[src/rtl/hazard_pkg.sv]
// hazard_pkg: shared types for the pipeline hazard controller
package hazard_pkg;
    typedef enum logic [1:0] {
        FWD_RF = 2'b00,
        FWD_WB = 2'b01,
        FWD_ME = 2'b10
    } fwd_sel_t;

    typedef enum logic [1:0] {
        IDLE = 2'd0,
        BUSY = 2'd1,
        DONE = 2'd2
    } mul_state_t;
endpackage

[src/rtl/hazard_if.sv]
// hazard_if: pipeline-side view of the hazard controller (operands, writers, controls)
interface hazard_if #(
    parameter int REG_AW  = 6,
    parameter int NUM_SRC = 2,
    parameter int STAT_W  = 16
);
    logic [NUM_SRC*REG_AW-1:0] src_id;
    logic [NUM_SRC-1:0]        src_valid_id;
    logic                      mul_id;
    logic [NUM_SRC*REG_AW-1:0] src_ex;
    logic [NUM_SRC-1:0]        src_valid_ex;
    logic [REG_AW-1:0]         rd_ex, rd_me, rd_wb;
    logic                      we_ex, we_me, we_wb;
    logic                      load_ex, mul_start_ex, branch_taken_ex;
    logic [NUM_SRC*2-1:0]      fwd_sel;
    logic                      stall_if, stall_id, flush_id, flush_ex;
    logic                      mul_busy, mul_wr_en;
    logic [REG_AW-1:0]         mul_rd;
    logic [STAT_W-1:0]         stall_cnt;

    modport master (
        output src_id, src_valid_id, mul_id, src_ex, src_valid_ex,
               rd_ex, rd_me, rd_wb, we_ex, we_me, we_wb,
               load_ex, mul_start_ex, branch_taken_ex,
        input  fwd_sel, stall_if, stall_id, flush_id, flush_ex,
               mul_busy, mul_wr_en, mul_rd, stall_cnt
    );

    modport slave (
        input  src_id, src_valid_id, mul_id, src_ex, src_valid_ex,
               rd_ex, rd_me, rd_wb, we_ex, we_me, we_wb,
               load_ex, mul_start_ex, branch_taken_ex,
        output fwd_sel, stall_if, stall_id, flush_id, flush_ex,
               mul_busy, mul_wr_en, mul_rd, stall_cnt
    );
endinterface

[src/rtl/hazard_fwd_sel.sv]
// hazard_fwd_sel: forwarding select for one EX source operand, ME over WB
module hazard_fwd_sel
    import hazard_pkg::*;
#(
    parameter int REG_AW      = 6,
    parameter int ZERO_REG_EN = 1
) (
    input  logic [REG_AW-1:0] src,
    input  logic              src_valid,
    input  logic [REG_AW-1:0] rd_me,
    input  logic              we_me,
    input  logic [REG_AW-1:0] rd_wb,
    input  logic              we_wb,
    output fwd_sel_t          sel
);
    logic me_hit, wb_hit;

    // compare against both writers; the younger ME result wins
    always_comb begin
        me_hit = src_valid && we_me && src == rd_me && !(ZERO_REG_EN != 0 && rd_me == '0);
        wb_hit = src_valid && we_wb && src == rd_wb && !(ZERO_REG_EN != 0 && rd_wb == '0);
        sel    = me_hit ? FWD_ME : wb_hit ? FWD_WB : FWD_RF;
    end
endmodule

[src/rtl/hazard_ctrl.sv]
// hazard_ctrl: forwarding, load-use / multiply stalls, branch flushes and stall statistics
module hazard_ctrl
    import hazard_pkg::*;
#(
    parameter int REG_AW      = 6,
    parameter int NUM_SRC     = 2,
    parameter int MUL_LAT     = 4,
    parameter int ZERO_REG_EN = 1,
    parameter int STAT_W      = 16
) (
    input logic      clk,
    input logic      rst_n,
    hazard_if.slave  bus
);
    localparam int CW = $clog2(MUL_LAT) + 1;

    mul_state_t           state, state_nx;
    logic [CW-1:0]        cnt, cnt_nx;
    logic [REG_AW-1:0]    mul_rd_q;
    logic [STAT_W-1:0]    stall_cnt_q;
    logic [NUM_SRC*2-1:0] fwd_raw;
    logic                 ld_hit, mul_hit, ld_haz, mul_haz, stall, branch;

    function automatic logic hit(input logic v, input logic [REG_AW-1:0] s,
                                 input logic we, input logic [REG_AW-1:0] r);
        return v && we && s == r && !(ZERO_REG_EN != 0 && r == '0);
    endfunction

    for (genvar k = 0; k < NUM_SRC; k++) begin : g_src
        hazard_fwd_sel #(.REG_AW(REG_AW), .ZERO_REG_EN(ZERO_REG_EN)) u_fwd (
            .src       (bus.src_ex[k*REG_AW +: REG_AW]),
            .src_valid (bus.src_valid_ex[k]),
            .rd_me     (bus.rd_me),
            .we_me     (bus.we_me),
            .rd_wb     (bus.rd_wb),
            .we_wb     (bus.we_wb),
            .sel       (fwd_raw[2*k +: 2])
        );
    end

    // ID-source hazards against the EX writer and the in-flight multiply destination
    always_comb begin
        ld_hit  = 1'b0;
        mul_hit = 1'b0;
        for (int k = 0; k < NUM_SRC; k++) begin
            ld_hit  = ld_hit  | hit(bus.src_valid_id[k], bus.src_id[k*REG_AW +: REG_AW], bus.we_ex, bus.rd_ex);
            mul_hit = mul_hit | hit(bus.src_valid_id[k], bus.src_id[k*REG_AW +: REG_AW], 1'b1, mul_rd_q);
        end
        ld_haz  = (bus.load_ex || bus.mul_start_ex) && ld_hit;
        mul_haz = state != IDLE && (bus.mul_id || mul_hit);
    end

    // control outputs; a taken branch overrides stalls, everything is quiet in reset
    always_comb begin
        branch        = rst_n && bus.branch_taken_ex;
        stall         = rst_n && !branch && (ld_haz || mul_haz);
        bus.stall_if  = stall;
        bus.stall_id  = stall;
        bus.flush_id  = branch;
        bus.flush_ex  = rst_n && (branch || ld_haz || mul_haz);
        bus.fwd_sel   = rst_n ? fwd_raw : '0;
        bus.mul_busy  = state != IDLE;
        bus.mul_wr_en = state == DONE;
        bus.mul_rd    = mul_rd_q;
        bus.stall_cnt = stall_cnt_q;
    end

    // multiply tracker: count down the latency, then one write-back cycle
    always_comb begin
        state_nx = state;
        cnt_nx   = cnt;
        case (state)
            IDLE: if (bus.mul_start_ex) begin
                state_nx = BUSY;
                cnt_nx   = CW'(MUL_LAT - 1);
            end
            BUSY: begin
                cnt_nx   = cnt - CW'(1);
                state_nx = cnt == CW'(1) ? DONE : BUSY;
            end
            DONE:    state_nx = IDLE;
            default: state_nx = IDLE;
        endcase
    end

    // state, latched multiply destination and saturating stall counter
    always_ff @(posedge clk or negedge rst_n) begin
        if (!rst_n) begin
            state       <= IDLE;
            cnt         <= '0;
            mul_rd_q    <= '0;
            stall_cnt_q <= '0;
        end else begin
            state <= state_nx;
            cnt   <= cnt_nx;
            if (state == IDLE && bus.mul_start_ex)
                mul_rd_q <= bus.rd_ex;
            if (stall && stall_cnt_q != '1)
                stall_cnt_q <= stall_cnt_q + STAT_W'(1);
        end
    end
endmodule

[src/flat_wrapper.sv]
// flat-port wrapper written by rule: the top's interface ports become plain ports
module hazard_ctrl_flat import hazard_pkg::*;
#(
    parameter int REG_AW      = 6,
    parameter int NUM_SRC     = 2,
    parameter int MUL_LAT     = 4,
    parameter int ZERO_REG_EN = 1,
    parameter int STAT_W      = 16
)
  (clk, rst_n, bus_src_id, bus_src_valid_id, bus_mul_id, bus_src_ex, bus_src_valid_ex, bus_rd_ex, bus_rd_me, bus_rd_wb, bus_we_ex, bus_we_me, bus_we_wb, bus_load_ex, bus_mul_start_ex, bus_branch_taken_ex, bus_fwd_sel, bus_stall_if, bus_stall_id, bus_flush_id, bus_flush_ex, bus_mul_busy, bus_mul_wr_en, bus_mul_rd, bus_stall_cnt);
  hazard_if #(.REG_AW(REG_AW), .NUM_SRC(NUM_SRC), .STAT_W(STAT_W)) bus_i ();
  input logic clk;
  input logic rst_n;
  input wire logic [$bits(bus_i.src_id)-1:0] bus_src_id;
  input wire logic [$bits(bus_i.src_valid_id)-1:0] bus_src_valid_id;
  input wire logic [$bits(bus_i.mul_id)-1:0] bus_mul_id;
  input wire logic [$bits(bus_i.src_ex)-1:0] bus_src_ex;
  input wire logic [$bits(bus_i.src_valid_ex)-1:0] bus_src_valid_ex;
  input wire logic [$bits(bus_i.rd_ex)-1:0] bus_rd_ex;
  input wire logic [$bits(bus_i.rd_me)-1:0] bus_rd_me;
  input wire logic [$bits(bus_i.rd_wb)-1:0] bus_rd_wb;
  input wire logic [$bits(bus_i.we_ex)-1:0] bus_we_ex;
  input wire logic [$bits(bus_i.we_me)-1:0] bus_we_me;
  input wire logic [$bits(bus_i.we_wb)-1:0] bus_we_wb;
  input wire logic [$bits(bus_i.load_ex)-1:0] bus_load_ex;
  input wire logic [$bits(bus_i.mul_start_ex)-1:0] bus_mul_start_ex;
  input wire logic [$bits(bus_i.branch_taken_ex)-1:0] bus_branch_taken_ex;
  output wire logic [$bits(bus_i.fwd_sel)-1:0] bus_fwd_sel;
  output wire logic [$bits(bus_i.stall_if)-1:0] bus_stall_if;
  output wire logic [$bits(bus_i.stall_id)-1:0] bus_stall_id;
  output wire logic [$bits(bus_i.flush_id)-1:0] bus_flush_id;
  output wire logic [$bits(bus_i.flush_ex)-1:0] bus_flush_ex;
  output wire logic [$bits(bus_i.mul_busy)-1:0] bus_mul_busy;
  output wire logic [$bits(bus_i.mul_wr_en)-1:0] bus_mul_wr_en;
  output wire logic [$bits(bus_i.mul_rd)-1:0] bus_mul_rd;
  output wire logic [$bits(bus_i.stall_cnt)-1:0] bus_stall_cnt;
  assign bus_i.src_id = bus_src_id;
  assign bus_i.src_valid_id = bus_src_valid_id;
  assign bus_i.mul_id = bus_mul_id;
  assign bus_i.src_ex = bus_src_ex;
  assign bus_i.src_valid_ex = bus_src_valid_ex;
  assign bus_i.rd_ex = bus_rd_ex;
  assign bus_i.rd_me = bus_rd_me;
  assign bus_i.rd_wb = bus_rd_wb;
  assign bus_i.we_ex = bus_we_ex;
  assign bus_i.we_me = bus_we_me;
  assign bus_i.we_wb = bus_we_wb;
  assign bus_i.load_ex = bus_load_ex;
  assign bus_i.mul_start_ex = bus_mul_start_ex;
  assign bus_i.branch_taken_ex = bus_branch_taken_ex;
  assign bus_fwd_sel = bus_i.fwd_sel;
  assign bus_stall_if = bus_i.stall_if;
  assign bus_stall_id = bus_i.stall_id;
  assign bus_flush_id = bus_i.flush_id;
  assign bus_flush_ex = bus_i.flush_ex;
  assign bus_mul_busy = bus_i.mul_busy;
  assign bus_mul_wr_en = bus_i.mul_wr_en;
  assign bus_mul_rd = bus_i.mul_rd;
  assign bus_stall_cnt = bus_i.stall_cnt;
  hazard_ctrl #(.REG_AW(REG_AW), .NUM_SRC(NUM_SRC), .MUL_LAT(MUL_LAT), .ZERO_REG_EN(ZERO_REG_EN), .STAT_W(STAT_W)) u_core (.clk(clk), .rst_n(rst_n), .bus(bus_i));
endmodule
[config.mk]
export PLATFORM = sky130hd
export DESIGN_NAME = hazard_ctrl_flat
export DESIGN_NICKNAME = d
export VERILOG_FILES = /design/src/rtl/hazard_pkg.sv /design/src/rtl/hazard_if.sv /design/src/rtl/hazard_fwd_sel.sv /design/src/rtl/hazard_ctrl.sv /design/src/flat_wrapper.sv
export SDC_FILE = /design/constraint.sdc
export NUM_CORES = 1
export LEC_CHECK = 0
export CAP_MARGIN = 10
export CORE_MARGIN = 8
export CORE_UTILIZATION = 43
export CTS_CLUSTER_DIAMETER = 50
export DETAILED_ROUTE_END_ITERATION = 6
export PLACE_DENSITY = 0.85
export SLEW_MARGIN = 20
export SYNTH_ARGS = -nofsm -noshare
export SYNTH_HDL_FRONTEND = slang
export SYNTH_SLANG_ARGS = --single-unit
export TNS_END_PERCENT = 5
[constraint.sdc]
create_clock -name clk -period 3.5 [get_ports clk]
set_input_delay 0.875 -clock clk [delete_from_list [all_inputs] [get_ports clk]]
set_output_delay 0.875 -clock clk [all_outputs]
set_load 0.01 [all_outputs]
# ---- Yosys cells after proc, flatten, opt, wreduce, memory -nomap -nowiden
# Cells that the tools add are included.
dict set report op_classes {
  add_sub_neg 2
  n_eq_ne 13
  muxes 10
  bitwise 2
  n_reduce_logical 48
}
# cell n
set ops {}
lappend ops {{== test 6 bit} 8}
lappend ops {{logical AND 1 bit} 30}
lappend ops {{zero test 6 bit} 4}
lappend ops {{adder 16 x 1 -> 16 bit, second input constant} 1}
lappend ops {{!= test 16 bit, second input constant} 1}
lappend ops {{2-to-1 mux 2 bit} 4}
lappend ops {{one-hot mux 3 bit (2 select lines)} 1}
lappend ops {{zero test 1 bit} 5}
lappend ops {{logical OR 1 bit} 5}
lappend ops {{2-to-1 mux 4 bit} 1}
lappend ops {{one-hot mux 2 bit (2 select lines)} 1}
lappend ops {{nonzero test 2 bit} 2}
lappend ops {{== test 3 x 1 -> 1 bit, second input constant} 1}
lappend ops {{2-to-1 mux 3 bit} 1}
lappend ops {{subtractor 3 x 1 -> 3 bit, second input constant} 1}
lappend ops {{== test 2 x 1 -> 1 bit, second input constant} 1}
lappend ops {{== test 2 bit, second input constant} 1}
lappend ops {{zero test 2 bit} 1}
lappend ops {{2-to-1 mux 1 bit} 2}
lappend ops {{!= test 2 bit, second input constant} 1}
lappend ops {{OR 1 bit} 2}
lappend ops {{AND reduction 2 bit} 1}
dict set report word_totals {
  ff_bits 27
  output_inout_bits 32
  word_cells 79
}

# ---- Longest topological paths before layout
# Gate-level depths: netlist of the first run.
dict set report logic_depth {
  word_depth 9
  depth_mapped 8
}

# ---- By module
# Synthesis of the first run repeated with hierarchy kept, for this count alone.
dict set report unflattened {
  cells_unflattened 220
  hier_area_um2 2182.1
}
# module instances cells_each area_per_inst_um2 seq_area_each_um2
set modules_own_cells {}
lappend modules_own_cells {hazard_ctrl 1 172 1796.7 675.6}
lappend modules_own_cells {hazard_fwd_sel 2 24 192.7 0.0}

# ---- Worst setup path after synthesis of the first run
# OpenSTA, ideal clock, no wires.
dict set report synth_path {
  kind {input -> output}
  startpoint {input port bus_rd_me[0]}
  endpoint {output port bus_fwd_sel[2]}
  t_arrival_ns 2.310
  required_time_ns 2.625
  setup_slack_ns 0.315
  cell_stages 4
  path_cell_list {or4_1 -> o31ai_1 -> nor3_1 -> nor4_1}
}
dict set report synth_via {
  elab_chain_cells 5
  word_cells_on_any_way 7
  cone_classes {eq/ne (1); mux (2); reduce/logical (4)}
}
# element line_no
set synth_rtl {}
lappend synth_rtl {{start: declaration} flat_wrapper.sv:20} ;# input wire logic [$bits(bus_i.rd_me)-1:0] bus_rd_me;
lappend synth_rtl {{== test 6 bit or zero test 6 bit (tied branches)} hazard_fwd_sel.sv:20} ;# me_hit = src_valid && we_me && src == rd_me && !(ZERO_REG_EN != 0 && rd_me == '0);
lappend synth_rtl {{logical AND 1 bit or zero test 1 bit (tied branches)} hazard_fwd_sel.sv:20}
lappend synth_rtl {{logical AND 1 bit (*)} hazard_fwd_sel.sv:20}
lappend synth_rtl {{2-to-1 mux 2 bit (*)} hazard_fwd_sel.sv:22} ;# sel = me_hit ? FWD_ME : wb_hit ? FWD_WB : FWD_RF;
lappend synth_rtl {{2-to-1 mux 4 bit (*)} hazard_ctrl.sv:61} ;# bus.fwd_sel = rst_n ? fwd_raw : '0;
lappend synth_rtl {{end: declaration} flat_wrapper.sv:28} ;# output wire logic [$bits(bus_i.fwd_sel)-1:0] bus_fwd_sel;
# Every way passes the cells marked *; elsewhere a longest branch is shown, timed or not.

# ---- Final worst setup path of the first run
dict set report layout_path {
  startpoint {input port bus_src_id[7]}
  endpoint {output port bus_stall_id}
}
dict set report layout_via {
  elab_chain_cells 8
  word_cells_on_any_way 13
  cone_classes {eq/ne (2); bitwise (2); reduce/logical (9)}
}
# element line_no
set layout_rtl {}
lappend layout_rtl {{start: declaration} flat_wrapper.sv:14} ;# input wire logic [$bits(bus_i.src_id)-1:0] bus_src_id;
lappend layout_rtl {{== test 6 bit} hazard_ctrl.sv:26} ;# return v && we && s == r && !(ZERO_REG_EN != 0 && r == '0);
lappend layout_rtl {{logical AND 1 bit (2 in a row)} hazard_ctrl.sv:26}
lappend layout_rtl {{OR 1 bit} hazard_ctrl.sv:47} ;# mul_hit = mul_hit | hit(bus.src_valid_id[k], bus.src_id[k*REG_AW +: REG_AW], 1'b1, mul_rd_q);
lappend layout_rtl {{logical OR 1 bit} hazard_ctrl.sv:50} ;# mul_haz = state != IDLE && (bus.mul_id || mul_hit);
lappend layout_rtl {{logical AND 1 bit} hazard_ctrl.sv:50}
lappend layout_rtl {{logical OR 1 bit (*)} hazard_ctrl.sv:56} ;# stall = rst_n && !branch && (ld_haz || mul_haz);
lappend layout_rtl {{logical AND 1 bit (*)} hazard_ctrl.sv:56}
lappend layout_rtl {{end: declaration} flat_wrapper.sv:30} ;# output wire logic [$bits(bus_i.stall_id)-1:0] bus_stall_id;
# Marked as above.

==> results of run 1 <==
[sequential cells by signal, indices dropped and copies added, names as in the netlist]
signal                count
u_core.bus.stall_cnt     16
u_core.state              2
u_core.cnt                3
u_core.bus.mul_rd         6
[cell usage in the layout (no fill, tap or decap), types with 4 or more instances in the layout]
cell,count
xnor2_1,48
xor2_1,12
buf_4,36
nor4_2,4
nor4_1,6
o21ai_0,4
dlymetal6s2s_1,7
dfrtp_1,27
nand4_1,12
nor2_1,6
nor3_1,7
inv_1,7
dlygate4sd2_1,12
and3_1,9
nand3_1,12
clkdlybuf4s50_1,61
nand2_1,4
nand3_2,8
mux2_2,6
[worst paths after layout]
path                                       endpoint  cells past startpoint                     start  slack [ns]
min reg2reg                u_core.bus.stall_cnt[15]                      1  u_core.bus.stall_cnt[15]        0.51
max in group asynchronous   u_core.bus.stall_cnt[6]                      3                     rst_n        2.20
max reg2reg                 u_core.bus.stall_cnt[1]                     11      u_core.bus.mul_rd[2]        1.20
max                                    bus_stall_id                      8             bus_src_id[7]        0.04
min                        u_core.bus.stall_cnt[15]                      1  u_core.bus.stall_cnt[15]        0.51
min in group asynchronous      u_core.bus.mul_rd[4]                      2                     rst_n        1.08
[kinds of logic after synthesis]
family          share of synthesized area
compound gates                     0.0646
xor+xnor                            0.272
fa+ha+maj                          0.0188
buf+inv                            0.0282
flops                               0.339
mux                                0.0414
simple gates                        0.236
[critical path, cell delays in order]
cell             delay (ns)
clkdlybuf4s50_1        0.46
xor2_1                 0.19
nor4_2                 0.29
buf_4                  0.16
o211ai_1               0.11
o311ai_4               0.12
buf_6                  0.16
clkdlybuf4s15_2        0.22
[power by group]
group	switching, mW	internal (mW)	total (mW)
Clock	0.0917	0.0816	0.173
Sequential	0.116	0.397	0.514
Combinational	0.272	0.384	0.656
Total	0.480	0.862	1.34
[metal layers]
layer / vias to the layer above / part of all wire / GRT usage
met5: - / 0 / 0
met4: 0 / 0.014 / 0.0440
met3: 11 / 0.054 / 0.0420
met2: 62 / 0.52 / 0.329
met1: 959 / 0.41 / 0.203
li1: 988 / - / -
[layout make-up]
cell class                 count  area [um^2]  share of cell area
tap                           52         65.1              0.0200
clock buffer                   4         45.0              0.0139
inverter                       7         26.3             0.00808
timing repair buffer         123         1140               0.350
sequential                    27          676               0.208
multi-input combinational    165         1300               0.400
[metrics by stage]
step	total power, mW	setup slack [ns]	TNS, ns	std cells	utilization
2_1_floorplan	0.813	0.315	0	203	-
3_3_place_gp	1.13	-0.417	-2.24	371	0.713
3_5_place_dp	1.15	-0.491	-2.64	371	0.713
4_1_cts	1.34	-0.0222	-0.0444	376	0.726
5_1_grt	1.44	-0.0215	-0.0423	378	0.737
6_report	1.34	0.0374	0	378	0.737
[timing repair]
item | 4_1_cts | 5_1_grt
setup buffers | 1 | 2
hold endpoints to repair | 0 | 0
endpoints found under the setup margin | 7 | 5
pin swaps | 7 | 6
gates resized for setup | 37 | 10
==> flow_metrics.tcl, run 1 <==
set metrics [dict create \
    grt.overflow.total 0 \
    syn-instance-count 203 \
    design_area_mm2 0.00325 \
    cp_max_fo 4 \
    drt_first_iter_violations 50 \
    fmax_ghz 0.289 \
    seq_area_frac_synth 0.339 \
    grtUsageTotal 0.180 \
    synth_edf_count 0 \
    dieHeight_um 84.1 \
    yosys-top-cells-area "dfrtp_1 (34%), xnor2_1 (22%), xor2_1 (5.3%)" \
    postCtsHoldBufs 0 \
    worstMarginPinSlew_ns 0.520 \
    ant_nets 0 \
    power_density_mw_per_mm2 413 \
    dieArea_mm2 0.00708 \
    max-vdd-ir-drop_mv 0.442 \
    wire_per_inst_um 17.3 \
    max_slew_margin 0.649 \
    portBuffers 86 \
    grt_pass1_vias 2119 \
    synth.avg_cell_area_um2 9.83 \
    fin_crit_ns 3.46 \
    hold_viol 0 \
    critPathRequiredTime_ns 2.62 \
    clock_latency_ns 0.27 \
    period_share 0.989 \
    yosysTopAreaCellShare 0.339 \
    start_kind "input port" \
    yosysUniqueCellTypes 35 \
    rsz0062_at_grt "yes" \
    viasPerCell 5.34 \
    cts.sinks 27 \
    end_kind "primary output" \
    mappedNetlistArea_mm2 0.00200 \
    vias 2020 \
    h-tree-depth 1 \
    grt_max_degree 15 \
    drv_slew 0 \
    post-route-drc-count 0 \
    nets 385 \
    p_leak_nw 1.37 \
    ios 87 \
    yosysTopAreaCell "dfrtp_1" \
    ys_ff_latch 27 \
    hold_slack_ns 0.509 \
    cts_tree "built" \
    outcome "completed" \
    drive_above_1_share 0.212 \
    hp-class "flop to flop" \
    yosys.cell_count.top_type "xnor2_1" \
    clk_pin_slew_ns 0.09 \
    critical_path_class "input port to primary output" \
    antenna_cells 0 \
    grt_antenna_before_repair 0 \
    wirelength_um 6530 \
    n_fill_cell 315 \
    clock_skew_ns 0.00796 \
    synth_nets 261 \
    start_util 0.452 \
    cts_buffer_depth 2 \
    syn2layout_area_growth_pct 62.9 \
    cap_violations 0 \
    ys.flop_type "dfrtp_1" \
    yosys_warnings 0 \
    synthArstFlopShare 1.00 \
    grt_pass1_wl_um 10600 \
    gp_congestion 0.917 \
    synth_commonest_cells "xnor2_1 (50), dfrtp_1 (27), nand3_1 (12), nand4_1 (12), xor2_1 (12)" \
    setup_viol 0 \
    die_w_um 84.1 \
    cts_buffers 3 \
    dpl_cell_area_mm2 0.00315 \
    first_pass_iters 4 \
    rows 24 \
    arrival_ns 2.59 \
    hpwl_um 5460 \
    clockRootBuffer "clkbuf_8" \
    design.core.area_mm2 0.00441 \
]
No activity file was read; power rests on OpenSTA's default activity.
==> run 2: changes to the inputs <==
--- a/config.mk
+++ b/config.mk
@@ -6,11 +6,14 @@
 export NUM_CORES = 1
 export LEC_CHECK = 0
 export CAP_MARGIN = 10
+export CORE_ASPECT_RATIO = 1.25
 export CORE_MARGIN = 8
 export CORE_UTILIZATION = 43
 export CTS_CLUSTER_DIAMETER = 50
 export DETAILED_ROUTE_END_ITERATION = 6
 export PLACE_DENSITY = 0.85
+export SETUP_SLACK_MARGIN = 0.05
+export SKIP_LAST_GASP = 1
 export SLEW_MARGIN = 20
 export SYNTH_ARGS = -nofsm -noshare
 export SYNTH_HDL_FRONTEND = slang
==> flow_metrics.tcl, run 2 (synthesis gave the netlist of run 1 again) <==
set metrics [dict create \
    holdCritStartpoint "u_core.bus.stall_cnt[15]" \
    rsz0062_at_grt "yes" \
    antenna_cells 0 \
    grt_antenna_before_repair 0 \
    cp_max_fo 2 \
    period_share 0.971 \
    rrSetupSlack_ns 1.16 \
    hpwl_um 5550 \
    drt_first_iter_violations 44 \
    switchingPower_mw 0.495 \
    cap_violations 0 \
    wl_met1_um 2330 \
    clock_skew_ns 0.00583 \
    drive_above_1_share 0.215 \
    hold_slack_ns 0.500 \
    layout_commonest_cell "clkdlybuf4s50_1" \
    post-route-drc-count 0 \
    design.core.area_mm2 0.00443 \
    clk_pin_slew_ns 0.09 \
    clockRootBuffer "clkbuf_8" \
    first_pass_iters 4 \
    postLayoutCoreUtil 0.734 \
    start_util 0.451 \
    sw_frac_of_total 0.365 \
    fin_crit_ns 3.40 \
    h-tree-depth 1 \
    power.internal_mw 0.859 \
    grt_pass1_vias 2246 \
    fmax_ghz 0.294 \
    place_inst 378 \
    dieHeight_um 92.2 \
    cts.sinks 27 \
    power_frac_seq 0.380 \
    rows 27 \
    critPathRequiredTime_ns 2.62 \
    portBuffers 86 \
    syn2layout_area_growth_pct 62.7 \
    finalSetupTns_ns 0 \
    clock_latency_ns 0.27 \
    grt_max_degree 15 \
    final_cells 383 \
    end_kind "primary output" \
    gp_congestion 0.898 \
    whs_path_depth 1 \
    drv_slew 0 \
    grt.overflow.total 0 \
    ios 87 \
    power.clock.fraction 0.130 \
    hp-class "flop to flop" \
    ant_nets 0 \
    cts_tree "built" \
    p_leak_nw 1.36 \
    largest_reg_flops 16 \
    final_cell_mix "clkdlybuf4s50_1 (57), xnor2_1 (48), buf_4 (35)" \
    max_slew_margin 0.701 \
    setup_viol 0 \
    start_kind "input port" \
    outcome "completed" \
    grtUsageTotal 0.184 \
    critical_path_class "input port to primary output" \
    top_layer_used "met4" \
    die_w_um 76.9 \
    worstMarginPinSlew_ns 0.443 \
    max-vdd-ir-drop_mv 0.383 \
    grt_pass1_wl_um 10800 \
    hold_viol 0 \
    met2_length_um 3760 \
    reg2reg_from "u_core.bus.mul_rd[4]" \
    wl_met3_um 273 \
    wirelength_um 6640 \
    power_density_mw_per_mm2 417 \
    viasPerCell 5.28 \
    min_to "u_core.bus.stall_cnt[15]" \
    reg2reg_to "u_core.bus.stall_cnt[1]" \
    cts_buffers 3 \
    p_comb_frac 0.490 \
    vias 2022 \
    wire_per_inst_um 17.3 \
    arrival_ns 2.52 \
    r2r_cells 10 \
    dieArea_mm2 0.00709 \
    n_fill_cell 356 \
    cts_buffer_depth 2 \
    nets 384 \
]
run 2: changes by cell type in the layout (fill, tap and decap cells not counted), sizes merged:
cell / delta
clkdlybuf4s50: -4
dlygate4sd2: +9
clkdlybuf4s15: -3
dlymetal6s2s: -3
run 2: how the worst max path moves through the flow:
stage,from,depth (start not counted),end,slack (ns)
floorplan,bus_rd_me[0],4,bus_fwd_sel[2],0.32
global placement,bus_rd_me[0],6,bus_fwd_sel[2],-0.48
detailed placement,bus_rd_me[0],6,bus_fwd_sel[0],-0.59
CTS,bus_src_id[7],8,bus_stall_if,0.02
global route,bus_src_valid_id[0],8,bus_stall_id,0.03
finish,bus_rd_wb[0],6,bus_fwd_sel[0],0.10
run 2: routing by layer:
| metal | track usage | vias to the layer above |
|---|---|---|
| met5 | 0 | - |
| met4 | 0.0965 | 0 |
| met3 | 0.0264 | 17 |
| met2 | 0.371 | 53 |
| met1 | 0.171 | 975 |
| li1 | - | 977 |
run 2: what timing repair did:
| item | in CTS | in global routing |
|---|---|---|
| hold buffers | 0 | 0 |
| endpoints found under the setup margin | 7 | 5 |
| setup buffers | 0 | 1 |
| resized for setup | 48 | 5 |
| pin swaps | 15 | 12 |
| cloned | 0 | 0 |
run 2: layout make-up:
type / instances / area (um^2) / share of cell area
tap: 58 / 72.6 / 0.0224
clock buffer: 4 / 45.0 / 0.0139
inverter: 7 / 26.3 / 0.00809
sequential: 27 / 676 / 0.208
multi-input combinational: 165 / 1320 / 0.407
timing repair buffer: 122 / 1100 / 0.340
run 2: power groups by stage:
stage | clock, mW | combinational [mW] | sequential (mW)
final | 0.176 | 0.664 | 0.514
after global routing | 0.192 | 0.720 | 0.531
after CTS | 0.180 | 0.666 | 0.515
after detailed placement | 0 | 0.648 | 0.515
after global placement | 0 | 0.626 | 0.508
after floorplan | 0 | 0.295 | 0.517
run 2: per-stage QoR:
step,worst slack (ns),area (um^2),total power [mW]
3_5_place_dp,-0.586,3160,1.16
4_1_cts,0.0238,3240,1.36
2_1_floorplan,0.315,2000,0.813
5_1_grt,0.0342,3250,1.44
6_report,0.102,3250,1.35
3_3_place_gp,-0.476,3160,1.13
run 2: worst max-delay path, cell delays in order:
cell	delay, ns
clkdlybuf4s50_1	0.42
or4_1	0.54
o311ai_0	0.32
buf_4	0.18
nor4_1	0.05
buf_2	0.14
==> run 3: changes to the inputs <==
--- a/config.mk
+++ b/config.mk
@@ -11,7 +11,7 @@
 export CORE_UTILIZATION = 43
 export CTS_CLUSTER_DIAMETER = 50
 export DETAILED_ROUTE_END_ITERATION = 6
-export PLACE_DENSITY = 0.85
+export PLACE_DENSITY = 0.92
 export SETUP_SLACK_MARGIN = 0.05
 export SKIP_LAST_GASP = 1
 export SLEW_MARGIN = 20
==> flow_metrics.tcl, run 3 (synthesis gave the netlist of run 1 again) <==
set metrics [dict create \
    whs_path_depth 1 \
    postCtsHoldBufs 0 \
    arrival_ns 2.55 \
    cts_tree "built" \
    setup_viol 0 \
    worst_path_most_repeated_cell "buf_6" \
    portBuffers 86 \
    h-tree-depth 1 \
    die_w_um 76.9 \
    grt_pass1_vias 2400 \
    ant_nets 0 \
    worst-path-stages 8 \
    grt_pass1_wl_um 11200 \
    slowest_delay_ns 0.35 \
    layout_commonest_cell "clkdlybuf4s50_1" \
    design.core.area_mm2 0.00443 \
    clockRootBuffer "clkbuf_8" \
    rsz0062_at_grt "yes" \
    rows 27 \
    path_delay_family "buffers and inverters" \
    p_leak_nw 1.40 \
    grt.overflow.total 0 \
    start_util 0.451 \
    max-vdd-ir-drop_mv 0.502 \
    grtUsageTotal 0.195 \
    hp-class "flop to flop" \
    r2r_cells 10 \
    dieHeight_um 92.2 \
    vias 2124 \
    clk_pin_slew_ns 0.08 \
    clock_skew_ns 0.00819 \
    gp_congestion 0.901 \
    max_slew_margin 0.725 \
    nets 388 \
    viasPerCell 5.49 \
    start_kind "input port" \
    clock_latency_ns 0.27 \
    crit_path_cell_trace "dlygate4sd2_1 -> xnor2_1 -> nand4_1 -> nor4_4 -> o21ai_2 -> o311ai_4 -> buf_6 -> buf_6" \
    worstMarginPinSlew_ns 0.408 \
    dieArea_mm2 0.00709 \
    period_share 0.977 \
    hold_viol 0 \
    drv_slew 0 \
    first_pass_iters 4 \
    cts_buffers 3 \
    hpwl_um 5800 \
    grt_max_degree 23 \
    power_density_mw_per_mm2 411 \
    post-route-drc-count 0 \
    antenna_cells 0 \
    critPathRequiredTime_ns 2.62 \
    fin_crit_ns 3.42 \
    ios 87 \
    wire_per_inst_um 18.3 \
    grt_antenna_before_repair 0 \
    wirelength_um 7100 \
    cp.buffers_inverters 3 \
    outcome "completed" \
    end_kind "primary output" \
    hold_slack_ns 0.505 \
    n_fill_cell 326 \
    cap_violations 0 \
    critPathSlowestCell "nor4_4" \
    finalSetupTns_ns 0 \
    critical_path_class "input port to primary output" \
    syn2layout_area_growth_pct 66.6 \
    cts.sinks 27 \
    cts_buffer_depth 2 \
    fmax_ghz 0.292 \
    drt_first_iter_violations 21 \
    largest_reg_flops 16 \
    final_cell_mix "clkdlybuf4s50_1 (60), xnor2_1 (47), buf_4 (39)" \
    drive_above_1_share 0.243 \
    cp_max_fo 5 \
]
-- run 3: cell types whose count changed in the layout (fill, tap and decap cells not counted), moves of 2 or more --
cell,change
dlygate4sd2_1,-8
nor3_2,+2
nor3_1,-2
clkdlybuf4s50_1,+3
dlymetal6s2s_1,+2
buf_4,+4
buf_6,+2
-- run 3: metal layers --
metal / part of all wire / vias to the layer above / GRT usage
met3: 0.043 / 41 / 0.0352
met1: 0.34 / 1020 / 0.168
met5: 0 / - / 0
met2: 0.55 / 80 / 0.383
met4: 0.074 / 0 / 0.150
li1: - / 983 / -
-- run 3: power breakdown --
group	leakage, nW	switching, mW	total [mW]	internal (mW)
sequential	0.347	0.124	0.521	0.397
clock	0.0228	0.0901	0.171	0.0814
combinational	1.03	0.287	0.675	0.389
total	1.40	0.501	1.37	0.867
-- run 3: through the flow --
stage	setup slack [ns]	instances	instance area [um^2]	util	power, mW
2_1_floorplan	0.315	203	2000	-	0.813
3_3_place_gp	-0.477	381	3180	0.720	1.13
3_5_place_dp	-0.590	381	3180	0.720	1.17
4_1_cts	0.0154	386	3290	0.743	1.36
5_1_grt	0.0268	387	3320	0.751	1.46
6_report	0.0798	387	3320	0.751	1.37
-- run 3: final cells by class --
cell class	count	area, um^2	area share
multi-input cells	165	1360	0.409
inverters	7	26.3	0.00790
flip-flops and latches	27	676	0.203
clock buffers	4	45.0	0.0135
well taps	58	72.6	0.0218
repair buffers	126	1150	0.345
-- run 3: worst paths after layout --
path                                                 to                 start  slack [ns]
worst max-delay path                       bus_stall_id          bus_rd_ex[0]        0.08
worst max register to register  u_core.bus.stall_cnt[1]  u_core.bus.mul_rd[4]        1.17
min in group asynchronous          u_core.bus.mul_rd[4]                 rst_n        1.00
worst min register to register            u_core.cnt[0]         u_core.cnt[0]        0.51
max in group asynchronous       u_core.bus.stall_cnt[6]                 rst_n        2.19
worst min-delay path                      u_core.cnt[0]         u_core.cnt[0]        0.51
-- run 3: timing repair --
action | CTS | global route
hold endpoints to repair | 0 | 0
pin swaps | 16 | 12
setup endpoints to repair | 7 | 7
setup buffers | 1 | 1
resized for setup | 53 | 12
